## src/rtl/dot_matrix_scan.sv

```systemverilog
// Row-scan driver for a multiplexed LED dot matrix: double-buffered frame store,
// per-slot anti-ghost blanking, boundary-aligned buffer swap and rotate-left scrolling.
module dot_matrix_scan #(
  parameter int ROWS          = 10,
  parameter int COLS          = 14,
  parameter int SCAN_DIV      = 101,
  parameter int BLANK_CYCLES  = 2,
  parameter int SCROLL_FRAMES = 25
) (
  input  logic                    clk,
  input  logic                    rst,
  input  logic                    wr_en,
  input  logic [$clog2(ROWS)-1:0] wr_row,
  input  logic [COLS-1:0]         wr_data,
  input  logic                    swap_req,
  input  logic                    blank,
  input  logic                    scroll_en,
  output logic [ROWS-1:0]         row_sel,
  output logic [COLS-1:0]         col_data,
  output logic                    frame_start,
  output logic                    swap_done,
  output logic                    wr_err
);

  localparam int RW = $clog2(ROWS);
  localparam int PW = (SCAN_DIV > 1) ? $clog2(SCAN_DIV) : 1;
  localparam int FW = (SCROLL_FRAMES > 1) ? $clog2(SCROLL_FRAMES) : 1;
  localparam int OW = $clog2(COLS);

  logic [PW-1:0]   presc_reg;
  logic [RW-1:0]   row_reg;
  logic            front_sel_reg;
  logic            swap_pending_reg;
  logic [OW-1:0]   offset_reg;
  logic [FW-1:0]   frame_cnt_reg;

  // Both buffers must clear on reset, so the frame store lives in flops.
  logic [COLS-1:0] frame_mem [2][ROWS];

  logic            tick;
  logic            frame_end;
  logic            wr_ok;
  logic            wr_bad;
  logic            in_blank;
  logic            do_swap;
  logic [COLS-1:0] front_row;
  logic [2*COLS-1:0] rot_dbl;
  logic [COLS-1:0] rotated;
  logic [ROWS-1:0] row_onehot;

  assign tick      = (presc_reg == PW'(SCAN_DIV - 1));
  assign frame_end = tick && (row_reg == RW'(ROWS - 1));
  assign wr_ok     = wr_en && (int'(wr_row) < ROWS);
  assign wr_bad    = wr_en && !wr_ok;
  assign in_blank  = (int'(presc_reg) < BLANK_CYCLES) || blank;
  assign do_swap   = frame_end && (swap_pending_reg || swap_req);

  assign front_row = frame_mem[front_sel_reg][row_reg];
  // Rotate-left via a doubled word: the upper half after shifting is the rotation.
  assign rot_dbl   = {front_row, front_row} << offset_reg;
  assign rotated   = rot_dbl[2*COLS-1:COLS];

  // Row 0 drives the MSB of row_sel.
  for (genvar gi = 0; gi < ROWS; gi++) begin : g_row_sel
    assign row_onehot[gi] = (row_reg == RW'(ROWS - 1 - gi));
  end

  always_ff @(posedge clk) begin
    if (rst) begin
      presc_reg        <= '0;
      row_reg          <= '0;
      front_sel_reg    <= 1'b0;
      swap_pending_reg <= 1'b0;
      offset_reg       <= '0;
      frame_cnt_reg    <= '0;
      row_sel          <= '0;
      col_data         <= '0;
      frame_start      <= 1'b0;
      swap_done        <= 1'b0;
      wr_err           <= 1'b0;
      for (int b = 0; b < 2; b++) begin
        for (int r = 0; r < ROWS; r++) begin
          frame_mem[b][r] <= '0;
        end
      end
    end else begin
      presc_reg <= tick ? '0 : presc_reg + PW'(1);

      if (tick) begin
        row_reg <= (row_reg == RW'(ROWS - 1)) ? '0 : row_reg + RW'(1);
      end

      // A request arriving in the boundary cycle is absorbed by that same swap.
      if (do_swap) begin
        front_sel_reg    <= ~front_sel_reg;
        swap_pending_reg <= 1'b0;
      end else if (swap_req) begin
        swap_pending_reg <= 1'b1;
      end
      swap_done <= do_swap;

      if (!scroll_en) begin
        offset_reg    <= '0;
        frame_cnt_reg <= '0;
      end else if (frame_end) begin
        if (frame_cnt_reg == FW'(SCROLL_FRAMES - 1)) begin
          frame_cnt_reg <= '0;
          offset_reg    <= (offset_reg == OW'(COLS - 1)) ? '0 : offset_reg + OW'(1);
        end else begin
          frame_cnt_reg <= frame_cnt_reg + FW'(1);
        end
      end

      // Back buffer is chosen from the pre-edge front_sel, so boundary writes hit the new front.
      if (wr_ok) begin
        frame_mem[~front_sel_reg][wr_row] <= wr_data;
      end
      wr_err <= wr_bad;

      frame_start <= (presc_reg == '0) && (row_reg == '0);
      row_sel     <= in_blank ? '0 : row_onehot;
      col_data    <= in_blank ? '0 : rotated;
    end
  end

endmodule

```

## config.mk

```make
export PLATFORM = sky130hd
export DESIGN_NAME = dot_matrix_scan
export DESIGN_NICKNAME = d
export VERILOG_FILES = /design/src/rtl/dot_matrix_scan.sv
export SDC_FILE = /design/constraint.sdc
export NUM_CORES = 1
export LEC_CHECK = 0
export ABC_AREA = 1
export BUFFER_PORTS_ARGS = -buffer_cell sky130_fd_sc_hd__clkbuf_2
export CAP_MARGIN = 20
export CORE_MARGIN = 5
export CORE_UTILIZATION = 50
export DETAILED_ROUTE_END_ITERATION = 7
export GPL_TIMING_DRIVEN = 0
export PLACE_DENSITY_LB_ADDON = 0.2
export SYNTH_ARGS = -nofsm -noshare
export SYNTH_HDL_FRONTEND = slang
export SYNTH_SLANG_ARGS = --single-unit
```

## constraint.sdc

```tcl
create_clock -name clk -period 6.2 [get_ports clk]
set_input_delay 0.93 -clock clk [delete_from_list [all_inputs] [get_ports clk]]
set_output_delay 0.93 -clock clk [all_outputs]
set_load 0.02 [all_outputs]
```

==> impl_metrics.yaml <==
run_status:
  outcome: "finished clean"
yosys:
  ys_seq_elements: 330
  netlist_area_sq_um: 15300
  postSynth.asyncResetShare_pct: 0
  synth_edf_count: 280
  seq_area_frac_synth_pct: 61.5
  synth_fp_nets: 1739
  syn_inst: 1711
  synth_largest_area_cell: "edfxtp_1"
  syn_avg_cell_area_sq_um: 8.94
  ys_types: 40
  ys.flop_type: "edfxtp_1"
  synth_top_cell_area_share_pct: 55.0
  synthesis.yosys.warnings: 0
  ys_top_cells_by_area: "edfxtp_1, nand2_1, dfxtp_1, inv_1, nand3_1"
place:
  port_buffers: 49
  place_area_sq_um: 16100
  gp_congestion: 0.940
  dp_hpwl_um: 30900
grt:
  grt_first_pass_wirelength_um: 65700
  grt-ovfl-total: 0
  track_usage_pct: 25.6
  grt_pass1_vias: 11218
  grt_max_degree: 15
  antenna_found_initial: 0
setup_path:
  reg2regPathDepth: 10
  r2r_start: "row_reg[3]$_SDFFE_PP0N_"
  critPathMaxFanout: 14
  worst-path-buf-inv: 4
  max_stage_delay_ns: 0.73
  slowest_stage: "clkbuf_1"
  path_class: "input pin to flop"
  path_delay_family: "buffers and inverters"
  critPathLaunchType: "input pin"
  end_kind: "flop"
  cp_cell_sequence: "buf_2, clkinv_2, clkbuf_1, nand2_1, nand2_1, buf_2, nand2_1"
  cp.required_ns: 6.26
  r2r-end: "col_data[6]$_SDFF_PP0_"
  rrSetupSlack_ns: 3.30
  crit_path_frequent_cell: "nand2_1"
  cp.arrival_ns: 3.48
clock_network:
  cts_tree: "built"
  post_cts_buffers: 0
  cts.clk_slew.worst_paths_ns: 0.06
  cts.repair.resized: 0
  h-tree-depth: 2
  postCtsHoldBufs: 0
  clockBufferDepth: 3
  clock-root-buffer: "clkbuf_16"
  insertion_delay_ns: 0.54
  cts_buffers: 36
  cts.sinks: 330
floorplan:
  dieArea_sq_um: 34200
  core_sq_um: 30400
  ios: 51
  core.rowCount: 64
  initial_core_util_pct: 50.3
  die_h_um: 185
  die_w_um: 185
sta:
  skew_ns: 0.0252
  fmax_ghz: 0.293
  tightest_slew_ns: 1.01
  min_period_over_period_pct: 55.1
  setup_viol: 0
  final_hold_viol_count: 0
  fin_tns_setup_ns: 0
  hold_ws_ns: 0.451
  maxSlewHeadroom_pct: 32.9
  post-route-min-period_ns: 3.42
  rsz0062_at_grt: "false"
  drv_slew: 0
drt:
  wire_per_inst_um: 19.6
  firstDrtPassIters: 6
  via_per_inst: 5.28
  drt_iter0_drc: 1404
  drc: 0
  ant_nets: 0
  num_vias: 11723
  routed_wirelength_um: 43500
power_and_ir_drop:
  p_total_mw: 4.70
  seq_power_share_pct: 53.5
  switchingPower_mw: 1.04
  powerDensity_nw_per_um2: 274
  ir_drop_mv: 0.203
  p_leak_nw: 7.40
  clockPowerShare_pct: 42.2
  power_frac_comb_pct: 4.3
  p_int_mw: 3.66
  switching_share_pct: 22.2
final_layout:
  layout_common_cells: "nand2_1, edfxtp_1, inv_1"
  largest_reg_flops: 280
  regArea_sq_um: 9410
  final_nets: 1827
  design_area_sq_um: 17100
  fin_util_pct: 56.3
  layout_commonest_cell: "nand2_1"
  drive_above_1_share_pct: 10.2
  largest-register: "frame_mem"
  multi_input_area_sq_um: 4420
  diodes: 0
  nFillCells: 2739
  syn_to_final_growth_pct: 12.0
  reg_top3: "frame_mem (280), col_data (14), row_sel (10)"
hold_path:
  min_path_cells: 1
  min_path_type: "flop to flop"
  hold_path_end: "presc_reg[0]$_SDFF_PP0_"
  min_from: "presc_reg[0]$_SDFF_PP0_"
flow_run:
  maxCapViolCount: 0
synth_stat cells, drive strengths merged, types with 14 or more instances:
cell,n
a21oi,14
nor2,250
dfxtp,50
or2,22
nand2,414
edfxtp,280
nor3,17
nand3,196
inv,272
buf,51
o21ai,60
clkbuf,40
metal layers:
layer	vias up	track usage (%)	wire, um
met4	0	7.72	1240
li1	5637	-	-
met2	469	42.5	20700
met3	80	4.03	3480
met5	-	0	0
met1	5537	35.1	18100
cells by family after synthesis:
family          count (synthesis)  synth area share (%)
xor+xnor                        1                0.0573
compound gates                 92                  3.35
fa+ha+maj                       4                 0.327
buf+inv                       368                  9.64
simple gates                  916                  25.1
flops                         330                  61.5
metrics by stage:
| stage | std cells | setup slack [ns] |
|---|---|---|
| 2_1_floorplan | 1711 | 3.30 |
| 3_3_place_gp | 2156 | 2.30 |
| 3_5_place_dp | 2157 | 2.29 |
| 4_1_cts | 2221 | 2.84 |
| 5_1_grt | 2221 | 2.73 |
| 6_report | 2221 | 2.78 |
worst max-delay path by stage:
stage,from,end,cells past startpoint
floorplan,rst,frame_mem[0][70]$_SDFFCE_PN0P_,11
global placement,rst,frame_mem[0][42]$_SDFFCE_PN0P_,7
detailed placement,rst,frame_mem[0][44]$_SDFFCE_PN0P_,7
CTS,rst,frame_mem[0][44]$_SDFFCE_PN0P_,7
global route,rst,frame_mem[0][55]$_SDFFCE_PN0P_,10
finish,rst,frame_mem[0][44]$_SDFFCE_PN0P_,7
area by class of cell:
cell class,count,share of cell area (%)
flip-flops and latches,330,54.9
well taps,396,2.89
repair buffers,50,1.52
plain buffers,91,2.52
multi-input cells,1013,25.8
clock inverters,14,0.533
inverters,277,6.08
clock buffers,50,5.71
power groups by stage:
| stage | Sequential, mW | Combinational [mW] | Clock, mW |
|---|---|---|---|
| final | 2.52 | 0.202 | 1.98 |
| after global routing | 2.52 | 0.224 | 2.09 |
| after CTS | 2.52 | 0.202 | 1.99 |
| after detailed placement | 2.56 | 0.200 | 0 |
| after global placement | 2.56 | 0.196 | 0 |
| after floorplan | 2.56 | 0.121 | 0 |
No activity file was read; power rests on OpenSTA's default activity.
